--- config.mk ---
export PLATFORM = sky130hd
export DESIGN_NAME = data_mem_arbiter
export DESIGN_NICKNAME = d
export VERILOG_FILES = /design/src/rtl/data_mem_arbiter.sv
export SDC_FILE = /design/constraint.sdc
export NUM_CORES = 1
export LEC_CHECK = 0
export BUFFER_PORTS_ARGS = -buffer_cell sky130_fd_sc_hd__buf_4
export CORE_MARGIN = 5
export CORE_UTILIZATION = 40
export DETAILED_ROUTE_END_ITERATION = 10
export PLACE_DENSITY_LB_ADDON = 0.12
export SYNTH_ARGS = -nofsm -noshare
export SYNTH_HDL_FRONTEND = slang
export SYNTH_SLANG_ARGS = --single-unit
--- constraint.sdc ---
create_clock -name clk -period 2.3 [get_ports clk]
set_input_delay 0.46 -clock clk [delete_from_list [all_inputs] [get_ports clk]]
set_output_delay 0.46 -clock clk [all_outputs]
set_load 0.01 [all_outputs]
--- src/rtl/data_mem_arbiter.sv ---
// Round-robin arbiter that shares one single-port data memory between two requesters.
// Accesses are serialised IDLE -> ISSUE [-> RDWAIT -> RESP]; every output is a register.
module data_mem_arbiter #(
    parameter int DATA_W = 16,
    parameter int ADDR_W = 6
) (
    input  logic              clk,
    input  logic              rst,
    input  logic              a_req,
    input  logic              a_we,
    input  logic [ADDR_W-1:0] a_addr,
    input  logic [DATA_W-1:0] a_wdata,
    output logic              a_gnt,
    output logic              a_rvalid,
    output logic [DATA_W-1:0] a_rdata,
    input  logic              b_req,
    input  logic              b_we,
    input  logic [ADDR_W-1:0] b_addr,
    input  logic [DATA_W-1:0] b_wdata,
    output logic              b_gnt,
    output logic              b_rvalid,
    output logic [DATA_W-1:0] b_rdata,
    output logic              mem_wr_en,
    output logic              mem_rd_en,
    output logic [ADDR_W-1:0] mem_addr,
    output logic [DATA_W-1:0] mem_wdata,
    input  logic [DATA_W-1:0] mem_rdata,
    output logic              busy
);

    typedef enum logic [1:0] {
        IDLE   = 2'd0,
        ISSUE  = 2'd1,
        RDWAIT = 2'd2,
        RESP   = 2'd3
    } state_t;

    // Index 0 is port A, index 1 is port B.
    logic [1:0]        req;
    logic [1:0]        we_in;
    logic [ADDR_W-1:0] addr_in  [2];
    logic [DATA_W-1:0] wdata_in [2];

    assign req         = {b_req, a_req};
    assign we_in       = {b_we, a_we};
    assign addr_in[0]  = a_addr;
    assign addr_in[1]  = b_addr;
    assign wdata_in[0] = a_wdata;
    assign wdata_in[1] = b_wdata;

    state_t            state_reg, state_next;
    logic              pri_b_reg, pri_b_next;
    logic              owner_reg, owner_next;
    logic              we_reg, we_next;
    logic              mem_wr_en_reg, mem_wr_en_next;
    logic              mem_rd_en_reg, mem_rd_en_next;
    logic [ADDR_W-1:0] mem_addr_reg, mem_addr_next;
    logic [DATA_W-1:0] mem_wdata_reg, mem_wdata_next;
    logic [1:0]        gnt_reg, gnt_next;
    logic [1:0]        rvalid_reg, rvalid_next;
    logic              busy_reg, busy_next;
    logic [DATA_W-1:0] rdata_reg [2];
    logic [1:0]        cap_en;
    logic              win_b;

    always_comb begin
        state_next     = state_reg;
        pri_b_next     = pri_b_reg;
        owner_next     = owner_reg;
        we_next        = we_reg;
        mem_addr_next  = mem_addr_reg;
        mem_wdata_next = mem_wdata_reg;
        mem_wr_en_next = 1'b0;
        mem_rd_en_next = 1'b0;
        gnt_next       = 2'b00;
        rvalid_next    = 2'b00;
        win_b          = 1'b0;
        case (state_reg)
            IDLE: begin
                if (|req) begin
                    // B wins when it is alone, or when both ask and B holds priority.
                    win_b                = req[1] & (~req[0] | pri_b_reg);
                    owner_next           = win_b;
                    pri_b_next           = ~win_b;
                    we_next              = we_in[win_b];
                    mem_addr_next        = addr_in[win_b];
                    mem_wdata_next       = wdata_in[win_b];
                    mem_wr_en_next       = we_in[win_b];
                    mem_rd_en_next       = ~we_in[win_b];
                    gnt_next[win_b]      = 1'b1;
                    state_next           = ISSUE;
                end
            end
            ISSUE:  state_next = we_reg ? IDLE : RDWAIT;
            RDWAIT: begin
                rvalid_next[owner_reg] = 1'b1;
                state_next             = RESP;
            end
            RESP:   state_next = IDLE;
            default: state_next = IDLE;
        endcase
        busy_next = (state_next != IDLE);
    end

    always_ff @(posedge clk) begin
        if (rst) begin
            state_reg     <= IDLE;
            pri_b_reg     <= 1'b0;
            owner_reg     <= 1'b0;
            we_reg        <= 1'b0;
            mem_wr_en_reg <= 1'b0;
            mem_rd_en_reg <= 1'b0;
            mem_addr_reg  <= '0;
            mem_wdata_reg <= '0;
            gnt_reg       <= 2'b00;
            rvalid_reg    <= 2'b00;
            busy_reg      <= 1'b0;
        end else begin
            state_reg     <= state_next;
            pri_b_reg     <= pri_b_next;
            owner_reg     <= owner_next;
            we_reg        <= we_next;
            mem_wr_en_reg <= mem_wr_en_next;
            mem_rd_en_reg <= mem_rd_en_next;
            mem_addr_reg  <= mem_addr_next;
            mem_wdata_reg <= mem_wdata_next;
            gnt_reg       <= gnt_next;
            rvalid_reg    <= rvalid_next;
            busy_reg      <= busy_next;
        end
    end

    // Memory data is valid during RDWAIT; only the owning port's register loads it.
    assign cap_en = {owner_reg, ~owner_reg} & {2{state_reg == RDWAIT}};

    generate
        for (genvar gi = 0; gi < 2; gi++) begin : g_rdata
            always_ff @(posedge clk) begin
                if (rst) begin
                    rdata_reg[gi] <= '0;
                end else if (cap_en[gi]) begin
                    rdata_reg[gi] <= mem_rdata;
                end
            end
        end
    endgenerate

    assign a_gnt     = gnt_reg[0];
    assign b_gnt     = gnt_reg[1];
    assign a_rvalid  = rvalid_reg[0];
    assign b_rvalid  = rvalid_reg[1];
    assign a_rdata   = rdata_reg[0];
    assign b_rdata   = rdata_reg[1];
    assign mem_wr_en = mem_wr_en_reg;
    assign mem_rd_en = mem_rd_en_reg;
    assign mem_addr  = mem_addr_reg;
    assign mem_wdata = mem_wdata_reg;
    assign busy      = busy_reg;

endmodule

==> run_results.csv, run 1 <==
group,metric,value,unit
worst_setup_path,cp-end-kind,"flop",
sta,timing.setup.tns,0,ps
pwr,power.ir.vdd_worst,319,uV
run,drv_cap,0,
sta,drv_slew,0,
min_path,hold_end,"mem_wdata[5]",
status,status,"finished, final reports clean",
clock_tree,clk_path_buf_depth,2,
worst_setup_path,cp.arrival,1680,ps
synthesis,synth.area.top_cells,"edfxtp_1 (36%), dfxtp_1 (26%), and2_1 (7.5%)",
floorplan,start_util,41.5,%
synthesis,netlist.area_leader.share,36.1,%
pwr,power_density,785,mW/mm^2
sta,hold_violations,0,
detailed_routing,first_iter_violations,105,
worst_setup_path,r2r_start,"state_reg[0]",
clock_tree,post_cts_resized,0,
floorplan,die_h,91.6,um
detailed_routing,wl,7.36,mm
worst_setup_path,r2r_setup_slack,580,ps
clock_tree,cts_buffers,9,
floorplan,io_pins,127,
min_path,hold_depth,3,
worst_setup_path,rr_worst_depth,2,
synthesis,seq_area_frac_synth,61.6,%
layout,layout-drive-gt1-share,42.5,%
placement,place_ws,534,ps
floorplan,dieArea,0.00839,mm^2
worst_setup_path,cp-start-kind,"flop",
synthesis,ys_ff_latch,66,
pwr,leakagePower,0.00163,uW
floorplan,core-area,0.00642,mm^2
synthesis,ys_warn_count,0,
synthesis,synth_edf_count,32,
detailed_routing,drc,0,
synthesis,synthArstFlopShare,0,%
synthesis,synth.net_count,307,
layout,fillers,562,
worst_setup_path,crit_required,2260,ps
sta,worstMarginPinSlew,873,ps
sta,setup_viol,0,
clock_tree,clk_pin_slew,70,ps
placement,dpl.hpwl,5.01,mm
sta,finalCritPeriodShare,74.9,%
pwr,p_total,3030,uW
grt,grt_pass1_vias,2364,
grt,grt-ovfl-total,0,
sta,fmax,581,MHz
sta,setup_ws,578,ps
worst_setup_path,crit_type,"flop to flop",
clock_tree,cts_tree,"yes",
grt,grt_max_degree,37,
sta,fin_crit,1720,ps
min_path,min_from,"a_wdata[5]",
clock_tree,h-tree-depth,3,
floorplan,die_w,91.6,um
layout,layout_common_cells,"buf_4 (131), dfxtp_1 (34), and2_1 (32), edfxtp_1 (32)",
clock_tree,postCtsHoldBufs,0,
layout,syn_to_final_growth,45.0,%
layout,n_antenna_cell,0,
synthesis,syn_inst,241,
detailed_routing,drtPass1Iterations,4,
detailed_routing,ant_nets,0,
synthesis,avgSynthCellArea,11.1,um^2
detailed_routing,via_per_inst,5.34,
worst_setup_path,crit_fanout,16,
detailed_routing,routed-via-count,2361,
sta,skew,9.28,ps
sta,rsz0062_at_grt,"no",
clock_tree,cts_root_buffer,"clkbuf_8",
synthesis,synth_top_area_cell,"edfxtp_1",
worst_setup_path,rr_endpoint,"rdata_reg[1][13]",
layout,nets,426,
layout,largest_register_ffs,32,
clock_tree,cts.sinks,66,
synthesis,synth_top_flop_cell,"dfxtp_1",
grt,grt_pass1_wl,11.9,mm
synthesis,post_synth_num_cell_types,27,
clock_tree,post_cts_buffers,0,
clock_tree,worstSkewPairLatency,330,ps
grt,gr-usage-all-layers,17.6,%
sta,max_slew_margin,41.8,%
grt,grt_antenna_before_repair,0,
layout,layout_commonest_cell,"buf_4",
placement,gp_congestion,0.727,
worst_setup_path,startpoint,"state_reg[0]",
floorplan,rows,29,
placement,portBuffers,126,
synthesis,syn-cell-area,0.00266,mm^2
detailed_routing,wire_per_inst,16.6,um
min_path,hold_path_class,"input pin to flop",
synthesized netlist by cell type (2+ instances only):
master	n
nand3_1	24
o21bai_1	2
o21ai_0	24
nand4_1	22
a21oi_1	4
buf_2	9
nand2b_1	2
buf_4	2
clkbuf_1	12
nor2_1	4
nor3_4	2
a31oi_1	23
dfxtp_1	34
and2_1	32
edfxtp_1	32
nand2_1	2
cell type report:
cell class | count | area [um^2] | share of cell area (%)
inverters | 1 | 3.75 | 0.0972
repair buffers | 131 | 983 | 25.5
well taps | 77 | 96.3 | 2.49
clock buffers | 9 | 124 | 3.21
clock inverters | 7 | 93.8 | 2.43
flip-flops and latches | 66 | 1640 | 42.5
multi-input cells | 151 | 921 | 23.8
worst max-delay path by stage:
stage / depth (start not counted) / end / slack [ps]
after global routing: 2 / rdata_reg[1][15] / 440
final: 2 / rdata_reg[1][13] / 580
after detailed placement: 2 / rdata_reg[0][15] / 530
after floorplan: 3 / rdata_reg[1][0] / 320
after global placement: 5 / mem_wdata[3] / 590
after CTS: 2 / rdata_reg[0][4] / 520
worst max-delay path, stage by stage, from the launching register on:
cell      delay, ps
dfxtp_1         340
nand2b_2        290
o21bai_2        720
power by group:
group	internal [uW]	leakage (uW)	switching [uW]
Clock	608	0.000107	441
Combinational	273	0.000914	315
Sequential	1340	0.000612	51.4
metal layers:
metal	GRT usage, %	vias up	routed length, um
met3	6.53	6	684
met1	22.4	1100	3130
li1	-	1133	-
met5	0	-	0
met2	27.5	122	3490
met4	6.41	0	59
stage by stage:
stage | hold WS, ps | cells | area, um^2 | utilization (%)
6_report | 408 | 442 | 3860 | 60.2
5_1_grt | 395 | 442 | 3860 | 60.2
4_1_cts | 388 | 442 | 3860 | 60.2
3_5_place_dp | 491 | 426 | 3650 | 56.8
3_3_place_gp | 485 | 426 | 3650 | 56.8
2_1_floorplan | 462 | 241 | 2660 | -
cells by family (layout without fill, tap and decap cells):
logic type      after synthesis  after routing  share of synthesized area [%]
compound gates               57             57                           12.6
buf+inv                      24            148                           4.09
flops                        66             66                           61.6
simple gates                 94             94                           21.7
Power figures use the tool's default switching activity.
==> inputs of run 2 (changes only) <==
==> constraint.sdc (replaced) <==
create_clock -name clk -period 1.4 [get_ports clk]
set_input_delay 0.28 -clock clk [delete_from_list [all_inputs] [get_ports clk]]
set_output_delay 0.28 -clock clk [all_outputs]
set_load 0.01 [all_outputs]
==> run 2 against run 1 <==
- non-clock buffer count is 14 higher
- design area is 4.8% higher
- register-to-register slack worse by 450 ps
- critical path depth is 2 higher
- global-route usage is 1.1 points higher
- flip-flop and latch count stayed put
- sequential share of layout area is 2.0 points lower
- die area stayed put
- fmax is 36% higher
- hold slack worse by 200 ps
==> run_results.csv, run 2 (synthesized netlist as in run 1, its figures left out) <==
group,metric,value,unit
layout,syn_to_final_growth,52.0,%
sta,fmax,789,MHz
layout,nets,440,
grt,grt_antenna_before_repair,0,
clock_tree,clk_path_buf_depth,2,
floorplan,dieArea,0.00839,mm^2
layout,layout-drive-gt1-share,44.9,%
floorplan,die_h,91.6,um
clock_tree,cts.sinks,66,
layout,layout_common_cells,"buf_4 (139), dfxtp_1 (34), and2_1 (32), edfxtp_1 (32)",
sta,drv_slew,0,
sta,skew,8.51,ps
floorplan,rows,29,
grt,grt_pass1_wl,12.6,mm
worst_setup_path,cp.arrival,1530,ps
detailed_routing,drc,0,
floorplan,core-area,0.00642,mm^2
worst_setup_path,critPathTopFamily,"compound AO/OA/AOI/OAI gates",
floorplan,die_w,91.6,um
clock_tree,worstSkewPairLatency,340,ps
clock_tree,postCtsHoldBufs,0,
pwr,power_density,1230,mW/mm^2
layout,largest_register_ffs,32,
sta,rsz0062_at_grt,"no",
sta,worstMarginPinSlew,328,ps
worst_setup_path,crit_type,"flop to flop",
worst_setup_path,cp_slowest_cell,"dfxtp_1",
detailed_routing,ant_nets,0,
sta,max_slew_margin,77.9,%
clock_tree,cts_buffers,9,
sta,setup_ws,132,ps
worst_setup_path,path_cells,"nor2_1 > buf_4 > o21ai_0 > a31oi_1",
clock_tree,cts_root_buffer,"clkbuf_8",
grt,grt_max_degree,23,
detailed_routing,drtPass1Iterations,4,
placement,portBuffers,126,
sta,setup_viol,0,
pwr,leakagePower,0.00172,uW
pwr,power.ir.vdd_worst,667,uV
pwr,p_total,5000,uW
sta,finalCritPeriodShare,90.6,%
min_path,hold_path_class,"input pin to flop",
floorplan,io_pins,127,
placement,place_ws,89.9,ps
worst_setup_path,crit_buf_inv,1,
floorplan,start_util,41.5,%
worst_setup_path,crit_fanout,16,
sta,hold_ws,207,ps
grt,grt-ovfl-total,0,
detailed_routing,wire_per_inst,16.7,um
layout,n_antenna_cell,0,
detailed_routing,first_iter_violations,84,
layout,layoutNonFillerInstCount,456,
detailed_routing,wl,7.63,mm
placement,dp_cells,440,
run,drv_cap,0,
clock_tree,post_cts_buffers,0,
layout,layout_commonest_cell,"buf_4",
placement,gp_congestion,0.731,
worst_setup_path,cp-start-kind,"flop",
sta,timing.setup.tns,0,ps
grt,grt_pass1_vias,2557,
sta,hold_violations,0,
worst_setup_path,crit_required,1660,ps
clock_tree,post_cts_resized,0,
worst_setup_path,cp-end-kind,"flop",
placement,dpl.hpwl,5.46,mm
worst_setup_path,cpPeakStageDelay,370,ps
detailed_routing,via_per_inst,5.41,
clock_tree,h-tree-depth,3,
sta,fin_crit,1270,ps
detailed_routing,routed-via-count,2465,
clock_tree,clk_pin_slew,80,ps
grt,gr-usage-all-layers,18.7,%
clock_tree,cts_tree,"yes",
status,status,"finished, final reports clean",
run 2: through the flow:
| step | instance area, um^2 | util (%) |
|---|---|---|
| global placement | 3840 | 59.8 |
| floorplan | 2690 | - |
| finish | 4050 | 63.1 |
| global route | 4050 | 63.1 |
| CTS | 4050 | 63.0 |
| detailed placement | 3840 | 59.8 |
run 2: routing by layer:
| metal | GRT usage [%] | part of all wire, % |
|---|---|---|
| met1 | 23.1 | 40 |
| met2 | 29.2 | 48 |
| met3 | 7.44 | 10 |
| met4 | 7.54 | 1.7 |
| met5 | 0 | 0 |
run 2: cell type report:
type	count	area, um^2
fillers	560	2370
inverters	1	3.75
well taps	77	96.3
flip-flops and latches	66	1640
multi-input cells	151	941
clock buffers	9	124
repair buffers	145	1160
clock inverters	7	80.1
run 2: report_power, final:
part | switching [uW] | leakage, uW | internal [uW]
Clock | 778 | 0.0000956 | 833
Combinational | 548 | 0.00101 | 549
Sequential | 83.7 | 0.000612 | 2200
run 2: worst paths after layout:
path	start	end	slack, ps	depth (start not counted)
max	state_reg[1]	busy	130	4
min	a_wdata[12]	mem_wdata[12]	210	3
max reg2reg	state_reg[1]	busy	130	4
min reg2reg	owner_reg	owner_reg	490	2
run 2: worst reg2reg max path, stage by stage, from the launching register on:
cell and delay (ps):
dfxtp_1 370, nor2_1 170, buf_4 250, o21ai_0 180, a31oi_1 220
==> inputs of run 3 (changes only) <==
--- a/config.mk
+++ b/config.mk
@@ -6,6 +6,7 @@
 export NUM_CORES = 1
 export LEC_CHECK = 0
 export BUFFER_PORTS_ARGS = -buffer_cell sky130_fd_sc_hd__buf_4
+export CORE_ASPECT_RATIO = 1.1
 export CORE_MARGIN = 5
 export CORE_UTILIZATION = 40
 export DETAILED_ROUTE_END_ITERATION = 10
==> run 3 against run 2 <==
- critical path depth unchanged
- sequential share of layout area up 0.39 points
- power down 3.9%
- first-iteration DRC count down 39%
- cell count up 0.22%
- largest cell class unchanged
- highest routed layer unchanged
==> run_results.csv, run 3 (synthesized netlist as in run 1, its figures left out) <==
group,metric,value,unit
clock_tree,worstSkewPairLatency,320,ps
worst_setup_path,path_cells,"nand2b_2 > nor3_4 > buf_12 > and2_1",
placement,portBuffers,126,
pwr,p_total,4800,uW
worst_setup_path,cp.arrival,1380,ps
placement,dpl_cell_area,0.00384,mm^2
pwr,leakagePower,0.00170,uW
worst_setup_path,crit_required,1470,ps
sta,skew,4.75,ps
floorplan,core-area,0.00656,mm^2
detailed_routing,via_per_inst,5.21,
worst_setup_path,crit_type,"flop to flop",
worst_setup_path,crit_buf_inv,1,
placement,dp_cells,442,
layout,n_antenna_cell,0,
clock_tree,cts_tree,"yes",
clock_tree,h-tree-depth,3,
clock_tree,clk_pin_slew,70,ps
min_path,hold_path_class,"input pin to flop",
grt,grt_max_degree,24,
sta,drv_slew,0,
detailed_routing,wire_per_inst,15.8,um
grt,grt_antenna_before_repair,0,
layout,layout-drive-gt1-share,43.2,%
sta,fin_crit,1300,ps
worst_setup_path,cpPeakStageDelay,380,ps
placement,gp_congestion,0.719,
detailed_routing,wl,7.21,mm
detailed_routing,drc,0,
clock_tree,post_cts_buffers,0,
layout,layout_common_cells,"buf_4 (135), dfxtp_1 (34), and2_1 (32), edfxtp_1 (32)",
layout,nets,437,
status,status,"finished, final reports clean",
detailed_routing,drtPass1Iterations,4,
floorplan,dieArea,0.00839,mm^2
sta,rsz0062_at_grt,"no",
floorplan,die_h,95.6,um
clock_tree,cts_buffers,9,
worst_setup_path,cp_slowest_cell,"dfxtp_1",
layout,design_area,0.00401,mm^2
floorplan,io_pins,127,
pwr,power_density,1200,mW/mm^2
placement,dpl.hpwl,5.13,mm
floorplan,start_util,40.6,%
run,drv_cap,0,
layout,layout_commonest_cell,"buf_4",
grt,grt-ovfl-total,0,
grt,grt_pass1_wl,11.0,mm
clock_tree,postCtsHoldBufs,0,
worst_setup_path,critPathTopFamily,"simple AND/OR/NAND/NOR gates",
clock_tree,cts_root_buffer,"clkbuf_8",
detailed_routing,first_iter_violations,51,
floorplan,die_w,87.8,um
clock_tree,clk_path_buf_depth,2,
sta,timing.setup.tns,0,ps
layout,final_util,61.2,%
detailed_routing,ant_nets,0,
grt,grt_pass1_vias,2295,
detailed_routing,routed-via-count,2381,
clock_tree,cts.sinks,66,
layout,largest_register_ffs,32,
sta,finalCritPeriodShare,93.0,%
worst_setup_path,cp-start-kind,"flop",
sta,worstMarginPinSlew,332,ps
clock_tree,post_cts_resized,0,
layout,syn_to_final_growth,50.6,%
floorplan,rows,31,
pwr,power.ir.vdd_worst,646,uV
sta,fmax,768,MHz
sta,max_slew_margin,77.6,%
worst_setup_path,crit_fanout,17,
sta,hold_violations,0,
sta,setup_viol,0,
grt,gr-usage-all-layers,16.9,%
layout,layoutNonFillerInstCount,457,
worst_setup_path,cp-end-kind,"flop",
-- run 3: cell count changes in the layout (fill, tap and decap cells not counted), moves of 2 or more --
| cell | previous run | this run |
|---|---|---|
| clkinv_1 | 0 | 3 |
| clkinv_4 | 4 | 0 |
| buf_4 | 139 | 135 |
| clkinvlp_4 | 2 | 0 |
-- run 3: layout make-up --
cell class	count	area (um^2)
flip-flops and latches	66	1640
multi-input cells	151	936
clock buffers	10	128
repair buffers	142	1150
well taps	82	103
fillers	565	2540
clock inverters	5	46.3
inverters	1	3.75
-- run 3: path summary, 6_finish.rpt --
check / cells after the start / slack, ps / end / start
max: 4 / 100 / rdata_reg[1][13] / state_reg[0]
max reg2reg: 4 / 100 / rdata_reg[1][13] / state_reg[0]
min reg2reg: 2 / 490 / owner_reg / owner_reg
min: 3 / 230 / mem_wdata[5] / a_wdata[5]
-- run 3: through the flow --
step / hold WS (ps) / setup slack [ps]
after CTS: 210 / 93.7
final: 227 / 97.5
after global placement: 477 / 143
after detailed placement: 484 / 108
after floorplan: 442 / 4.54
after global routing: 214 / 34.5
-- run 3: layer usage --
metal / routed length [um] / vias to the layer above / share of wire (%) / track usage [%]
met2: 3490 / 111 / 48 / 26.4
li1: - / 1161 / - / -
met3: 859 / 6 / 12 / 7.26
met1: 2780 / 1103 / 39 / 21.2
met4: 74 / 0 / 1.0 / 5.50
met5: 0 / - / 0 / 0
-- run 3: worst register-to-register path, delay by kind of cell (launching register included) --
kind                   cells  cell delay, ps
DFF                        1             380
and+or+nand+nor            3             530
buffers and inverters      1             150
-- run 3: power breakdown --
| part | switching, uW | internal, uW |
|---|---|---|
| Combinational | 543 | 536 |
| Sequential | 77.6 | 2210 |
| Clock | 648 | 792 |
| Total | 1270 | 3540 |
